==> src/rtl/mem_port_arbiter.sv <==
// Arbitrates a single-ported, fixed-latency memory between the fetch port (I) and the data port (D).
// Data normally wins; a starvation streak forces a fetch grant, and a tag pipe routes each response home.
module mem_port_arbiter #(
   parameter int unsigned LATENCY    = 2,
   parameter int unsigned MAX_STREAK = 3
) (
   input  logic        clk,
   input  logic        rst_n,
   input  logic        i_req,
   input  logic [31:0] i_addr,
   output logic        i_gnt,
   output logic        i_rvalid,
   input  logic        d_req,
   input  logic        d_we,
   input  logic [31:0] d_addr,
   input  logic [31:0] d_wdata,
   input  logic [3:0]  d_wstrb,
   output logic        d_gnt,
   output logic        d_rvalid,
   output logic [31:0] rdata,
   input  logic        mem_ready,
   output logic        mem_valid,
   output logic        mem_we,
   output logic [31:0] mem_addr,
   output logic [31:0] mem_wdata,
   output logic [3:0]  mem_wstrb,
   input  logic [31:0] mem_rdata
);

   localparam logic [3:0] STREAK_MAX = 4'(MAX_STREAK);

   logic [3:0]         streak_r;
   logic               pick_d_s;
   logic [LATENCY-1:0] tag_valid_r;
   logic [LATENCY-1:0] tag_port_r;
   logic [LATENCY:0]   tag_valid_next_s;
   logic [LATENCY:0]   tag_port_next_s;

   // Winner selection, grants and command mux (same-cycle decision)
   always_comb begin
      pick_d_s  = d_req & ~(i_req & (streak_r == STREAK_MAX));
      mem_valid = (i_req | d_req) & mem_ready;
      d_gnt     = mem_valid & pick_d_s;
      i_gnt     = mem_valid & ~pick_d_s;
      if (pick_d_s) begin
         mem_we    = d_we;
         mem_addr  = d_addr;
         mem_wdata = d_wdata;
         mem_wstrb = d_wstrb;
      end else begin
         mem_we    = 1'b0;
         mem_addr  = i_addr;
         mem_wdata = 32'd0;
         mem_wstrb = 4'd0;
      end
   end

   // Count consecutive D grants while I waits; any idle I cycle or I grant ends the streak
   always_ff @(posedge clk or negedge rst_n) begin
      if (!rst_n) begin
         streak_r <= 4'd0;
      end else if (i_gnt || !i_req) begin
         streak_r <= 4'd0;
      end else if (d_gnt && (streak_r != STREAK_MAX)) begin
         streak_r <= streak_r + 4'd1;
      end else begin
         streak_r <= streak_r;
      end
   end

   assign tag_valid_next_s = {tag_valid_r, mem_valid};
   assign tag_port_next_s  = {tag_port_r, pick_d_s};

   // Tag pipe: one {valid, port} entry per memory latency stage; reset drops in-flight tags
   always_ff @(posedge clk or negedge rst_n) begin
      if (!rst_n) begin
         tag_valid_r <= '0;
         tag_port_r  <= '0;
      end else begin
         tag_valid_r <= tag_valid_next_s[LATENCY-1:0];
         tag_port_r  <= tag_port_next_s[LATENCY-1:0];
      end
   end

   assign i_rvalid = tag_valid_r[LATENCY-1] & ~tag_port_r[LATENCY-1];
   assign d_rvalid = tag_valid_r[LATENCY-1] & tag_port_r[LATENCY-1];
   assign rdata    = mem_rdata;

endmodule

==> config.mk <==
export PLATFORM = sky130hd
export DESIGN_NAME = mem_port_arbiter
export DESIGN_NICKNAME = d
export VERILOG_FILES = /design/src/rtl/mem_port_arbiter.sv
export SDC_FILE = /design/constraint.sdc
export NUM_CORES = 1
export LEC_CHECK = 0
export BUFFER_PORTS_ARGS = -buffer_cell sky130_fd_sc_hd__clkbuf_2
export CAP_MARGIN = 20
export CORE_AREA = 2 2 93 95
export CTS_BUF_LIST = sky130_fd_sc_hd__clkbuf_16
export DETAILED_ROUTE_END_ITERATION = 10
export DIE_AREA = 0 0 95 97
export GPL_ROUTABILITY_DRIVEN = 0
export PLACE_DENSITY = 0.51
export SYNTH_ARGS = -nofsm -noshare
export SYNTH_HDL_FRONTEND = slang
export SYNTH_SLANG_ARGS = --single-unit
export TNS_END_PERCENT = 50
==> constraint.sdc <==
create_clock -name clk -period 2.45 [get_ports clk]
set_input_delay 0.735 -clock clk [delete_from_list [all_inputs] [get_ports clk]]
set_output_delay 0.735 -clock clk [all_outputs]
set_load 0.005 [all_outputs]
-- Yosys cells after proc, flatten, opt, wreduce, memory -nomap -nowiden
Index checks and enable logic that the tools add are counted.
- register bits after elaboration: 8
- bits in latches: 0
- memory bits (writable): 0
- bits in read-only memories: 0
- bits of input ports: 138
- output and inout bits: 106
- word-level logic and storage cells: 27
- memories: 0
- $add $sub $neg: 1
- $mul: 0
- div/mod/pow operators: 0
- $lt $le $gt $ge: 0
- eq/ne operators: 2
- shifts and indexed selects: 0
- muxes and demuxes: 6
- bitwise gates (word level): 11
- reductions and logical operators: 4
- operators with widths (operator ; count):
    $mux 32 ; 2
    $mux 4 ; 3
    $and 1x1->1 ; 7
    $add 4x1->4 const B ; 1
    $eq 4x2->1 const B ; 1
    $ne 4x2->1 const B ; 1
    $not 1->1 ; 3
    $reduce_bool 2->1 ; 1
    $logic_and 1x1->1 ; 1
    $logic_not 1->1 ; 1
    $logic_or 1x1->1 ; 1
    $mux 1 ; 1
    $or 1x1->1 ; 1

-- Logic depth before layout (Yosys ltp)
Gate-level depths: netlist of run 1.
- depth in word-level cells: 8
- gate-level depth with buffers: 5
- gate-level depth less buffers: 4

-- Least setup slack after synthesis of run 1
No wires, ideal clock.
- path type: flip-flop to output port
- from: register streak_r[0]
- to: output mem_addr[0]
- arrival time: 1.536 ns
- setup slack: 0.179 ns
- cell stages (with the launch flop): 6
- buffers on the path: 1
- cell sequence: dfrtp_1 ha_1 nor3b_2 a21boi_4 buf_6 mux2_4
- longest elaborated chain between the ends: 5
- ends and longest elaborated chain (element ; line ; source):
    from (decl) ; 32 ; logic [3:0] streak_r;
    from (signal assigned) ; 65 ; streak_r <= streak_r + 4'd1;
    from (signal assigned) ; 67 ; streak_r <= streak_r;
    $eq 4x2->1 ; 41 ; pick_d_s = d_req & ~(i_req & (streak_r == STREAK_MAX));
    $and 1x1->1 ; 41 ;
    $not 1->1 ; 41 ;
    $and 1x1->1 ; 41 ;
    $mux 32 ; 45 ; if (pick_d_s) begin
    to (decl) ; 24 ; output logic [31:0] mem_addr,
No other way between the ends.

-- Worst setup path after layout of run 1
- from: register streak_r[0]
- to: output mem_addr[15]
Same word-level chain as after synthesis.

==> run metrics, run 1 <==
Die W approximately 95 um; sequential fraction of the synthesis area 14.7%; share of layout cells above drive strength 1 between 80 and 90%; HP Class input pin to async pin; WP data required 1.71 ns; final net count 444; Synth top area share 33.1%; total routed wirelength approximately 5 mm; FFs w/ async S/R, synth between 90% and 100%; Final setup viols 68; Remaining Overflow, GRT 0; # fillers around 900; CTS buffer count 3; first-iteration detailed-routing DRC count 11; largest net degree at the start of global routing 18; crit path max fanout 9; hold buffers post-CTS 0; drt via density 3.83; worst slew pin tran 0.211 ns; Warnings, synthesis 0; Antenna diodes 0; Post-route DRC 0; syn_nets 280; final setup margin -0.143 ns; CTS max path bufs 2; clock-pin slew on the worst setup and hold paths 0.04 ns; fmax 0.386 GHz; outcome complete, but fails checks; CTS tree yes; Post-Synthesis Cells 141; routed len/inst 12.0 um; Synth area leader mux2_4; Pins Over Slew Limit 0; EDFF count, synth 0; drt pass-1 iters 4; Avg Synthesized Cell Area 9.66 sq um; DR vias 1564; RSZ-0062 raised after global routing yes; Worst Setup Start Kind register; die height between 90 and 100 um; worst skew pair latency approximately 0.23 ns; htree depth 1; FF+latch count, synth 8; skew final approximately 0.0025 ns; Synth Cell Area 1360 sq um; slew margin rel. 85.9%; Worst setup startpoint streak_r[0]; reg2reg start streak_r[0]; Initial Util 16.8%; remaining antenna violation count after routing 0; port buffer count 179; post-DP HPWL about 3.9 mm; final hold violations 0; pwr dens 309 nW/um^2; Place WS -0.0611 ns; Hold Slack 0.341 ns; WS Path Type register to output port; Area Overhead vs Synth 86.4%; Ports 244; Tcrit/Tclk final 106%; Core Region 8130 sq um; failing checks negative setup slack; GRT Overall Usage around a tenth; Clock Sinks 8; leakage between 0.001 and 0.0015 uW; CP Data Arrival Time 1.86 ns; first-pass GRT wire length about 7 mm; CTS Root Cell clkbuf_16; vias in the first global route 1492; crit path time final 2.59 ns; Main synth FF type dfrtp_1; initial antenna violation count 0; Synth cell types 22; num rows 33; DIE AREA about 9200 sq um; Peak VDD IR 181 uV; critical path endpoint category output port; synth top area cells mux2_4 33%, and2_1 18%, buf_4 18%; max_cap viols 0
[power breakdown]
group          internal [uW]  total [uW]  switching [uW]
clock network            210         273            62.4
logic                    248         373             126
registers                138         140            1.88
total                    596         786             190
[cell type report]
| cell class | count | area, sq um | area share [%] |
|---|---|---|---|
| repair buffers | 198 | 1220 | 48.1 |
| multi-input cells | 92 | 905 | 35.6 |
| flip-flops and latches | 8 | 200 | 7.88 |
| well taps | 105 | 131 | 5.17 |
| clock buffers | 3 | 75.1 | 2.96 |
| inverters | 2 | 7.51 | 0.296 |
[metal layers]
layer / wire length, um / global-route usage (%)
met5: 0 / 0
met2: 2400 / 16.4
met1: 1870 / 11.8
met4: 53 / 2.34
met3: 585 / 3.43
[kinds of logic (layout without fill, tap and decap cells)]
| family | count (synthesis) | after routing | synth area share (%) |
|---|---|---|---|
| buffers and inverters | 41 | 203 | 21.9 |
| AOI/OAI and AO/OA | 7 | 7 | 3.86 |
| DFF | 8 | 8 | 14.7 |
| and+or+nand+nor | 51 | 51 | 23.3 |
| muxes | 32 | 32 | 34.7 |
| xor gates and xnor gates | 1 | 1 | 0.643 |
| adders and majority gates | 1 | 1 | 0.918 |
[Yosys cell counts, types with 2 or more instances]
master	count
and2_1	39
buf_4	32
buf_6	3
clkbuf_1	3
dfrtp_1	8
inv_1	2
mux2_2	2
mux2_4	30
nand2_1	5
nor2b_1	3
o21ai_0	3
[cell usage in the layout (no fill, tap or decap), drive strengths merged]
cell type,instances
a21oi,1
and4b,1
o21a,1
o21ai,3
bufbuf,1
mux2,32
a21boi,1
dfrtp,8
nor3b,1
clkbuf,179
inv,2
o22ai,1
nand2,5
or3b,1
xor2,1
ha,1
nor2b,3
nand3,1
and2,39
buf,21
[flip-flops by register name (all words and copies together) (netlist names)]
signal,count
streak_r,4
tag_port_r,2
tag_valid_r,2
[stage by stage]
step           total power, uW  cells  util, %  instance area, sq um  TNS (ns)
4_1_cts                    777    404     30.0                  2440     -6.85
6_report                   786    408     31.2                  2540     -7.03
2_1_floorplan              324    141        -                  1360         0
3_5_place_dp               463    395     26.9                  2190     -1.35
3_3_place_gp               460    395     26.9                  2190     -1.25
5_1_grt                    832    408     31.2                  2540    -11.51
[worst max-delay path: stages, from the launching register on]
cell and delay [ns]:
dfrtp_1 0.38, ha_2 0.20, nor3b_4 0.16, a21boi_4 0.15, buf_12 0.17, buf_16 0.15, mux2_4 0.30, clkbuf_2 0.12
[final timing paths]
check	end	slack (ns)	cells past startpoint
setup / recovery	mem_addr[15]	-0.14	7
hold / removal	streak_r[3]	0.34	1
setup reg to reg	streak_r[1]	0.96	4
hold reg to reg	tag_port_r[1]	0.34	0
max in group asynchronous	tag_valid_r[1]	1.93	1
min in group clk	tag_port_r[1]	0.34	0
[timing repair]
action                                  in CTS  in global routing
resized for setup                           14                 14
pin swaps                                    4                  4
endpoints found under the setup margin      70                 70
gates cloned                                 3                  2
buffers inserted                             3                  2
Power figures use the tool's default switching activity.
==> run 2: changes to the inputs <==
Settings changed: BUFFER_PORTS_ARGS -buffer_cell sky130_fd_sc_hd__clkbuf_2 to -buffer_cell sky130_fd_sc_hd__buf_2, SLEW_MARGIN set to 20.
==> run 2 against run 1 <==
Net effect: the run still ends with negative setup slack left; global-route usage increased by 0.86 points; register-to-register slack worse by 0.07 ns; routed wire length increased by 11%; die area stayed put; largest cell class unchanged; via count rose by 0.96%; combinational power grew 16%; final cell count up 0.74%; non-clock buffer count rose by 3; critical endpoint is now mem_addr[3]; worst setup slack got worse by 0.038 ns; maximum frequency is 1.4% lower.
==> run metrics, run 2 (same netlist as run 1, synthesis figures left out) <==
post-route core utilization 33.8% (was 31.2%); hold buffers post-CTS 0 (unchanged); htree depth 1 (unchanged); HP Class input pin to async pin (unchanged); Post-route DRC 0 (unchanged); DIE AREA 9220 sq um (unchanged); drt pass-1 iters 4 (unchanged); max_cap viols 0 (unchanged); die height 97 um (unchanged); WP data required 1.71 ns (about the same); first-pass GRT wire length 7.66 mm (was 7.16 mm); Tcrit/Tclk final 107% (was 106%); Peak VDD IR 179 uV (was 181 uV); RSZ-0062 raised after global routing yes (unchanged); CP Data Arrival Time 1.90 ns (was 1.86 ns); Final setup viols 68 (unchanged); Area Overhead vs Synth 102% (was 86.4%); first-iteration detailed-routing DRC count 12 (was 11); worst slew pin tran 0.235 ns (was 0.211 ns); skew final 0.000508 ns (was 0.00250 ns); Finished Layout Cells 411 (was 408); largest net degree at the start of global routing 23 (was 18); GRT Overall Usage 10.6% (was 9.75%); Hold Slack 0.336 ns (was 0.341 ns); most frequent cells in the layout 143 x buf_2, 38 x buf_6, 33 x and2_1 (was 174 x clkbuf_2, 31 x mux2_4, 29 x and2_1); most common cell after layout, fill and taps aside buf_2 (was clkbuf_2); fmax 0.380 GHz (was 0.386 GHz); placed cells 393 (was 395); worst skew pair latency 0.23 ns (about the same); share of layout cells above drive strength 1 80.4% (was 81.8%); final hold violations 0 (unchanged); slew margin rel. 84.3% (was 85.9%); vias in the first global route 1484 (was 1492); Top Family by Delay on Critical Path buffers and inverters (unchanged); Reg2Reg Setup Slack 0.89 ns (was 0.96 ns); crit path time final 2.63 ns (was 2.59 ns); port buffer count 179 (unchanged); Remaining Overflow, GRT 0 (unchanged); Clock Sinks 8 (unchanged); CTS buffer count 3 (unchanged); crit path max fanout 6 (was 9); Worst path slowest cell dfrtp_1 (unchanged); critical path endpoint category output port (unchanged); clock-pin slew on the worst setup and hold paths 0.04 ns (about the same); final net count 447 (was 444); WS Path Type register to output port (unchanged); num rows 33 (unchanged); final setup margin -0.181 ns (was -0.143 ns); Ports 244 (unchanged); Worst Path Buf+Inv 3 (unchanged); DR vias 1579 (was 1564); drt via density 3.84 (was 3.83); Initial Util 16.8% (unchanged); initial antenna violation count 0 (unchanged); post-DP HPWL 3.96 mm (was 3.92 mm); CTS tree yes (unchanged); outcome complete, but fails checks (unchanged); CTS Root Cell clkbuf_16 (unchanged); Pins Over Slew Limit 0 (unchanged); Critical Path, Cell by Cell ha_2, nor3b_4, a21boi_4, buf_12, clkbuf_16, mux2_4, buf_6 (was ha_2, nor3b_4, a21boi_4, buf_12, buf_16, mux2_4, clkbuf_2); Place WS -0.0840 ns (was -0.0611 ns); max FFs per register 4 (unchanged); Antenna diodes 0 (unchanged); Core Region 8130 sq um (unchanged); Worst Setup Start Kind register (unchanged); # fillers 858 (was 874); total routed wirelength 5.44 mm (was 4.91 mm); total power 845 uW (was 786 uW); Die W 95 um (unchanged); largest register by flop count streak_r (unchanged); leakage 0.00156 uW (was 0.00150 uW); Largest regs streak_r: 4 flops, tag_port_r: 2 flops, tag_valid_r: 2 flops (unchanged); Critical Path Max Stage Delay 0.38 ns (about the same); routed len/inst 13.2 um (was 12.0 um); pwr dens 308 nW/um^2 (was 309 nW/um^2); CTS max path bufs 2 (unchanged); failing checks negative setup slack (unchanged); remaining antenna violation count after routing 0 (unchanged)
run 2: cell count changes in the layout (fill, tap and decap cells not counted), moves of 2 or more:
cell      change
buf_8         -2
buf_2       +141
buf_6        +34
and2_1        +4
buf_4         +4
clkbuf_2    -174
and2_4        -4
run 2: final cells by class:
| cell class | instances | area (sq um) | area share, % |
|---|---|---|---|
| timing repair buffer | 201 | 1440 | 52.5 |
| multi-input combinational | 92 | 892 | 32.5 |
| sequential | 8 | 200 | 7.29 |
| tap | 105 | 131 | 4.78 |
| clock buffer | 3 | 75.1 | 2.73 |
| inverter | 2 | 7.51 | 0.273 |
run 2: routing by layer:
layer / vias to the layer above / part of all wire (%) / track usage (%)
met5: - / 0 / 0
li1: 763 / - / -
met1: 692 / 39 / 12.7
met3: 11 / 11 / 3.82
met2: 113 / 49 / 18.1
met4: 0 / 1.0 / 2.01
run 2: repair_timing:
action | 4_1_cts | 5_1_grt
setup buffers | 8 | 2
pin swaps | 3 | 4
resized for setup | 37 | 14
endpoints found under the setup margin | 70 | 71
gates cloned | 4 | 1
run 2: report_power, final:
group | internal [uW] | switching [uW]
Sequential | 138 | 2.01
Clock | 210 | 64.2
Combinational | 293 | 138
Total | 641 | 204
run 2: stage by stage:
step	area (sq um)	TNS [ns]
floorplan	1360	0
global placement	2180	-1.68
detailed placement	2180	-2.20
CTS	2640	-8.00
global route	2750	-13.10
finish	2750	-8.53
run 2: final timing paths:
check	start	depth (start not counted)	to
min in group clk	tag_valid_r[0]	0	tag_valid_r[1]
worst min-delay path	rst_n	1	tag_port_r[0]
max in group asynchronous	rst_n	1	tag_port_r[1]
worst max-delay path	streak_r[1]	7	mem_addr[3]
worst min register to register	tag_valid_r[0]	0	tag_valid_r[1]
worst max register to register	streak_r[1]	4	streak_r[3]
